--- config.mk ---
export PLATFORM = sky130hd
export DESIGN_NAME = comparator_nbit_stream
export DESIGN_NICKNAME = d
export VERILOG_FILES = /design/src/rtl/cmp_pkg.sv /design/src/rtl/comparator_nbit_core.sv /design/src/rtl/comparator_nbit_stream.sv
export SDC_FILE = /design/constraint.sdc
export NUM_CORES = 1
export LEC_CHECK = 0
export ABC_AREA = 1
export BUFFER_PORTS_ARGS = -buffer_cell sky130_fd_sc_hd__buf_4
export CAP_MARGIN = 20
export CORE_ASPECT_RATIO = 1.25
export CORE_UTILIZATION = 51
export DETAILED_ROUTE_END_ITERATION = 8
export PLACE_DENSITY = 0.74
export REMOVE_ABC_BUFFERS = 1
export SLEW_MARGIN = 10
export SYNTH_ARGS = -nofsm -noshare
export SYNTH_HDL_FRONTEND = slang
export SYNTH_SLANG_ARGS = --single-unit
--- constraint.sdc ---
create_clock -name clk -period 2.6 [get_ports clk]
set_clock_uncertainty 0.2 [all_clocks]
set_input_delay 0.52 -clock clk [delete_from_list [all_inputs] [get_ports clk]]
set_output_delay 0.52 -clock clk [all_outputs]
set_load 0.005 [all_outputs]
--- src/rtl/cmp_pkg.sv ---
// Shared constants for the streaming comparator: one-hot result bit positions
// and default sizing.
package cmp_pkg;
    localparam int CMP_LT        = 0;
    localparam int CMP_EQ        = 1;
    localparam int CMP_GT        = 2;
    localparam int CMP_N_DEF     = 10;
    localparam int CMP_CNT_W_DEF = 16;
endpackage

--- src/rtl/comparator_nbit_core.sv ---
// Combinational N-bit magnitude compare, unsigned or two's-complement,
// producing a one-hot {greater, equal, smaller} vector.
module comparator_nbit_core
    import cmp_pkg::*;
#(
    parameter int N = CMP_N_DEF
) (
    input  logic [N-1:0] a,
    input  logic [N-1:0] b,
    input  logic         signed_mode,
    output logic [2:0]   res
);
    logic lt;
    logic eq;

    always_comb begin
        lt          = signed_mode ? ($signed(a) < $signed(b)) : (a < b);
        eq          = (a == b);
        res         = '0;
        res[CMP_LT] = lt;
        res[CMP_EQ] = eq;
        res[CMP_GT] = !lt && !eq;
    end
endmodule

--- src/rtl/comparator_nbit_stream.sv ---
// Registered valid/ready comparator with saturating per-outcome counters.
// Define CMP_MINMAX_EN to add running unsigned min/max of operand A.
module comparator_nbit_stream
    import cmp_pkg::*;
#(
    parameter int N     = CMP_N_DEF,
    parameter int CNT_W = CMP_CNT_W_DEF
) (
    input  logic             clk,
    input  logic             reset,
    input  logic             in_valid,
    output logic             in_ready,
    input  logic [N-1:0]     a,
    input  logic [N-1:0]     b,
    input  logic             signed_mode,
    input  logic             clr_cnt,
    output logic             out_valid,
    input  logic             out_ready,
    output logic             smaller,
    output logic             equal,
    output logic             greater,
    output logic [CNT_W-1:0] cnt_smaller,
    output logic [CNT_W-1:0] cnt_equal,
    output logic [CNT_W-1:0] cnt_greater
`ifdef CMP_MINMAX_EN
    ,
    output logic [N-1:0]     min_a,
    output logic [N-1:0]     max_a
`endif
);
    logic                       out_valid_q, out_valid_d;
    logic [2:0]                 res_q, res_d;
    logic [2:0][CNT_W-1:0]      cnt_q, cnt_d;
    logic [2:0]                 core_res;
    logic                       in_xfer;
    logic                       out_xfer;

    comparator_nbit_core #(.N(N)) u_core (
        .a           (a),
        .b           (b),
        .signed_mode (signed_mode),
        .res         (core_res)
    );

    assign in_ready = !out_valid_q || out_ready;
    assign in_xfer  = in_valid && in_ready;
    assign out_xfer = out_valid_q && out_ready;

    // core_res is only consumed behind in_xfer, so X operands on idle cycles never land in state
    always_comb begin
        out_valid_d = out_valid_q;
        res_d       = res_q;
        if (in_xfer) begin
            out_valid_d = 1'b1;
            res_d       = core_res;
        end else if (out_xfer) begin
            out_valid_d = 1'b0;
            res_d       = '0;
        end
    end

    always_comb begin
        cnt_d = cnt_q;
        for (int i = 0; i < 3; i++) begin
            if (clr_cnt)
                cnt_d[i] = '0;
            if (in_xfer && core_res[i] && !(&cnt_d[i]))
                cnt_d[i] = cnt_d[i] + CNT_W'(1);
        end
    end

    always_ff @(posedge clk) begin
        if (reset) begin
            out_valid_q <= 1'b0;
            res_q       <= '0;
            cnt_q       <= '0;
        end else begin
            out_valid_q <= out_valid_d;
            res_q       <= res_d;
            cnt_q       <= cnt_d;
        end
    end

    assign out_valid   = out_valid_q;
    assign smaller     = res_q[CMP_LT];
    assign equal       = res_q[CMP_EQ];
    assign greater     = res_q[CMP_GT];
    assign cnt_smaller = cnt_q[CMP_LT];
    assign cnt_equal   = cnt_q[CMP_EQ];
    assign cnt_greater = cnt_q[CMP_GT];

`ifdef CMP_MINMAX_EN
    logic [N-1:0] min_q, min_d, max_q, max_d;

    // clr_cnt restarts the window, so a coincident sample becomes the new min and max
    always_comb begin
        min_d = clr_cnt ? {N{1'b1}} : min_q;
        max_d = clr_cnt ? '0 : max_q;
        if (in_xfer) begin
            if (a < min_d) min_d = a;
            if (a > max_d) max_d = a;
        end
    end

    always_ff @(posedge clk) begin
        if (reset) begin
            min_q <= {N{1'b1}};
            max_q <= '0;
        end else begin
            min_q <= min_d;
            max_q <= max_d;
        end
    end

    assign min_a = min_q;
    assign max_a = max_q;
`endif
endmodule

Word level (Yosys, flattened, before mapping) --
Index checks and enable logic that the tools add are counted.
Storage, ports and cells: register bits 52, input port bits 26, output and inout port bits 53, word-level logic and storage cells 42
Operators by class: add/subtract/negate cells 3, magnitude comparators 2, equality and inequality tests 1, multiplexer cells 11, reductions and logical operators 20
Operator list (number):
- 16-bit two-way mux | 6
- 16-bit by 1-bit adder with 16-bit output (second input constant) | 3
- 16-bit AND reduction | 3
- 10-bit < comparator | 2
- 10-bit equality test | 1
- 1-bit logical AND | 9
- 1-bit zero test | 6
- 3-bit two-way mux | 2
- 1-bit two-way mux | 3
- 2-bit nonzero test | 1
- 1-bit logical OR | 1

Depth between registers and ports, before layout --
depth after elaboration 7, depth in mapped cells 14, gate-level depth less buffers 13

Modules after synthesis --
A second synthesis with hierarchy kept.
Unflattened totals: cell total of the unflattened synthesis 647, area, all modules 3746.1 µm²
Modules (own cells, without submodules):
- comparator_nbit_stream | instances 1, cells each 587, area each 3394.5 µm², sequential area each 1041.0 µm²
- comparator_nbit_core | instances 1, cells each 60, area each 351.6 µm², sequential area each 0.0 µm²

Worst setup path after synthesis --
Ideal clock, no wire load.
kind input-to-reg, from input port clr_cnt, to register cnt_q (netlist bit cnt_greater[12]), library setup time 0.070 ns, data arrival time 2.245 ns, data required time 2.330 ns, path slack 0.084 ns, stages on the path 11, buffers on the path 3, cells stage by stage buf_6 > buf_12 > nor2_1 > ha_1 > nand4_2 > nor2_2 > nand3_2 > nand4_2 > buf_6 > nand2_1 > a21oi_1
Between the ends: cells in the longest elaborated chain, start to end 5, elaborated cells between the ends (all ways) 6, those cells by class add/sub (1); mux (2); reduce/logical (3)
Ends and longest elaborated chain:
- start: declaration | RTL line comparator_nbit_stream.sv:16 | input logic clr_cnt,
- 16-bit two-way mux * | RTL line comparator_nbit_stream.sv:65 | if (clr_cnt)
- parallel branches: the longest is 3 deep, another holds 16-bit by 1-bit adder with 16-bit output
- 16-bit two-way mux * | RTL line comparator_nbit_stream.sv:67 | if (in_xfer && core_res[i] && !(&cnt_d[i]))
- end signal: assignment | RTL line comparator_nbit_stream.sv:80 | cnt_q <= cnt_d;
- end: declaration | RTL line comparator_nbit_stream.sv:33 | logic [2:0][CNT_W-1:0] cnt_q, cnt_d;
Mark *: on every way between the ends. A chain may end at the register's enable or synchronous reset.

Worst setup path after layout --
from input port a[9], to register cnt_q (netlist bit cnt_smaller[1])
Between the ends: cells in the longest elaborated chain, start to end 5, elaborated cells between the ends (all ways) 6, those cells by class order compare (2); mux (2); reduce/logical (2)
Ends and longest elaborated chain:
- start: declaration | RTL line comparator_nbit_stream.sv:13 | input logic [N-1:0] a,
- 10-bit < comparator | RTL line comparator_nbit_core.sv:17 | lt = signed_mode ? ($signed(a) < $signed(b)) : (a < b);
- 1-bit two-way mux * | RTL line comparator_nbit_core.sv:17
- 1-bit logical AND * (2 in a row) | RTL line comparator_nbit_stream.sv:67
- 16-bit two-way mux * | RTL line comparator_nbit_stream.sv:67
Every way passes the cells marked *; elsewhere a longest branch is shown, timed or not.

==> impl_metrics.toml <==
[yosys]
synthCells = 597
synth_cell_types = 29
yosysTopAreaCell = "dfxtp_1"
syn_area_per_cell_sq_um = 6.50
synth_top_area_share_pct = 26.8
ys_warn_count = 0
ys_ff_latch = 52
synthTopCellsByArea = "dfxtp_1 (27%), nand2_1 (15%), inv_1 (7.9%), a21oi_1 (6.8%), nor2_1 (6.1%)"
yosysSeqAreaShare_pct = 26.8
synthesis.area_sq_um = 3880

[layout]
drive_above_1_share_pct = 22.7
area_growth_syn_to_layout_pct = 20.8
final_util_pct = 63.7
nNetsFinal = 723
mostFrequentLayoutCell = "nand2_1"
finalNonFillerCells = 776
insertedDiodeCount = 0
layout_common_cells = "nand2_1 (153), buf_4 (99), inv_1 (82)"
fin_area_sq_um = 4690

[global_route]
grt_pass1_vias = 3919
antenna_found_initial = 0
grt_pass1_wl_microns = 16800
overflow = 0
grt_usage_pct = 26.5
grt_max_degree = 33

[run_status]
status = "finished, final reports clean"

[worst_setup_path]
path_buf_inv = 2
path_delay_family = "simple AND/OR/NAND/NOR gates"
max_stage_delay_ns = 0.31
r2r_setup_slack_ns = 0.44
cp_slowest_cell = "ha_1"
crit_path_start_kind = "primary input"
cp.depth = 10
crit_start = "a[9]"
worstPathArrival_ns = 2.16
r2r_start = "cnt_greater[0]$_SDFF_PP0_"
endpoint = "cnt_smaller[1]$_SDFF_PP0_"
critPathKind = "primary input to register"
reg2reg_depth = 10
path_cells = "buf_4 -> ha_1 -> nand2_1 -> inv_1 -> a21oi_1 -> nand4_1 -> nand2_2 -> nand3_2 -> nand2_1 -> a21oi_1"
endpoint_kind = "register"
r2r_end = "cnt_greater[8]$_SDFF_PP0_"
worstPathRequired_ns = 2.58
worstPathMaxFanout = 16

[clock_tree]
clk_pin_slew_ns = 0.09
cts_setup_buffers = 0
insertion_delay_ns = 0.31
h-tree-depth = 2
cts_tree = "built"
postCtsHoldBufs = 0
clockRootBuffer = "clkbuf_8"
ctsResizeCount = 0
cts.sinks = 52
clockBufferDepth = 2
cts_made_buffers = 5

[die]
die_y_microns = 99.6
core_area_sq_um = 7360
ios = 79
num_rows = 35
dieWidth_microns = 80.0
initial_core_util_pct = 52.8
die-area_sq_um = 7970

[drt]
drcViolationCount = 0
drt-wirelength-per-cell_microns = 13.1
num_vias = 4126
drt-initial-drc-count = 147
ant_nets = 0
drt-total-wl_microns = 10200
vias_per_cell = 5.32
dr.pass1.iters = 4

[placement]
place_inst = 769
post-dp-hpwl_microns = 7790
placed_cell_area_sq_um = 4610
gp_congestion = 0.944
io_buffer_count = 78

[power]
power_leakage_nw = 2.06
ir_drop_uv = 213
power.density_nw_per_um2 = 317

[timing]
worst_slew_pin_slew_ns = 0.487
tns_ns = 0
slew_headroom_pct = 67.2
drv_slew = 0
period_needed_ns = 2.18
rsz0062_at_grt = "false"
fmax_mhz = 458
setup_viol_count_final = 0
hold_viol_final = 0
min_period_over_period_pct = 84.0

[flow_run]
maxCapViolCount = 0

[min_path]
min_path_type = "register to register"
state kept, by name, indices dropped and copies added, names as in the netlist:
register	count
cnt_greater	16
cnt_equal	16
res_q	3
cnt_smaller	16
out_valid	1
stage by stage:
| step | power (mW) | setup WS, ns | hold slack (ns) |
|---|---|---|---|
| after floorplan | 0.929 | 0.291 | 0.256 |
| after global placement | 1.05 | 0.163 | 0.255 |
| after detailed placement | 1.05 | 0.0893 | 0.276 |
| after CTS | 1.51 | 0.412 | 0.291 |
| after global routing | 1.56 | 0.258 | 0.303 |
| final | 1.49 | 0.416 | 0.285 |
worst register-to-register path, cell delays in order, from the launching register on:
cell and delay [ns]:
dfxtp_1 0.42, inv_1 0.06, nor2_1 0.13, ha_1 0.27, nand4_2 0.19, nor2_2 0.20, nand3_2 0.11, nand4_2 0.11
buf_4 0.17, nand2_1 0.07, a21oi_1 0.15
kinds of logic (layout without fill, tap and decap cells):
family	count (synthesis)	in the layout	synth area share, %
AOI/OAI and AO/OA	60	60	7.73
xor gates and xnor gates	28	28	6.32
adders and majority gates	13	13	4.19
buffers and inverters	107	194	12.3
DFF	52	52	26.8
and+or+nand+nor	337	337	42.6
worst min-delay path by stage:
stage / from / endpoint / depth (start not counted)
after floorplan: res_q[0]$_SDFFE_PP0P_ / res_q[0]$_SDFFE_PP0P_ / 2
after global placement: res_q[0]$_SDFFE_PP0P_ / res_q[0]$_SDFFE_PP0P_ / 2
after detailed placement: res_q[0]$_SDFFE_PP0P_ / res_q[0]$_SDFFE_PP0P_ / 2
after CTS: res_q[2]$_SDFFE_PP0P_ / res_q[2]$_SDFFE_PP0P_ / 2
after global routing: res_q[0]$_SDFFE_PP0P_ / res_q[0]$_SDFFE_PP0P_ / 2
final: res_q[0]$_SDFFE_PP0P_ / res_q[0]$_SDFFE_PP0P_ / 2
report_power, final:
group	switching, mW	total [mW]	internal (mW)	leakage, nW
Combinational	0.138	0.225	0.0867	1.60
Sequential	0.00723	0.811	0.804	0.420
Clock	0.267	0.450	0.183	0.0400
cell usage after synthesis:
library cell  count
nand4_2           2
nor2_1           63
dfxtp_1          52
nor3_2            1
a21oi_1          53
buf_6             7
ha_1             13
nand2_2           5
nand3_1          40
inv_2             5
nor2_4           13
nor2_8            1
buf_4             1
nand3b_1          2
clkbuf_1          6
inv_1            82
nor2_2           13
xor2_1           18
nand4_4           1
nand3_2           6
buf_2             4
buf_12            1
nor3_4            1
nor3_1            7
nand4_1          29
buf_1             1
nand2_1         153
o21ai_0           7
xnor2_1          10
per-layer routing:
layer,GRT usage (%),wire length (microns),vias to the layer above,share of wire (%)
li1,-,-,2071,-
met1,29.9,4170,1895,41
met2,48.8,5140,128,51
met3,2.94,491,32,4.8
met4,12.1,361,0,3.6
met5,0,0,-,0
final cells by class:
type,count,area [sq um]
multi-input combinational,438,2360
tap,92,115
clock buffer,5,68.8
sequential,52,1040
clock inverter,2,12.5
timing repair buffer,100,763
inverter,87,327
fill,706,2670
Note: power is estimated with default switching activity, not from simulation.
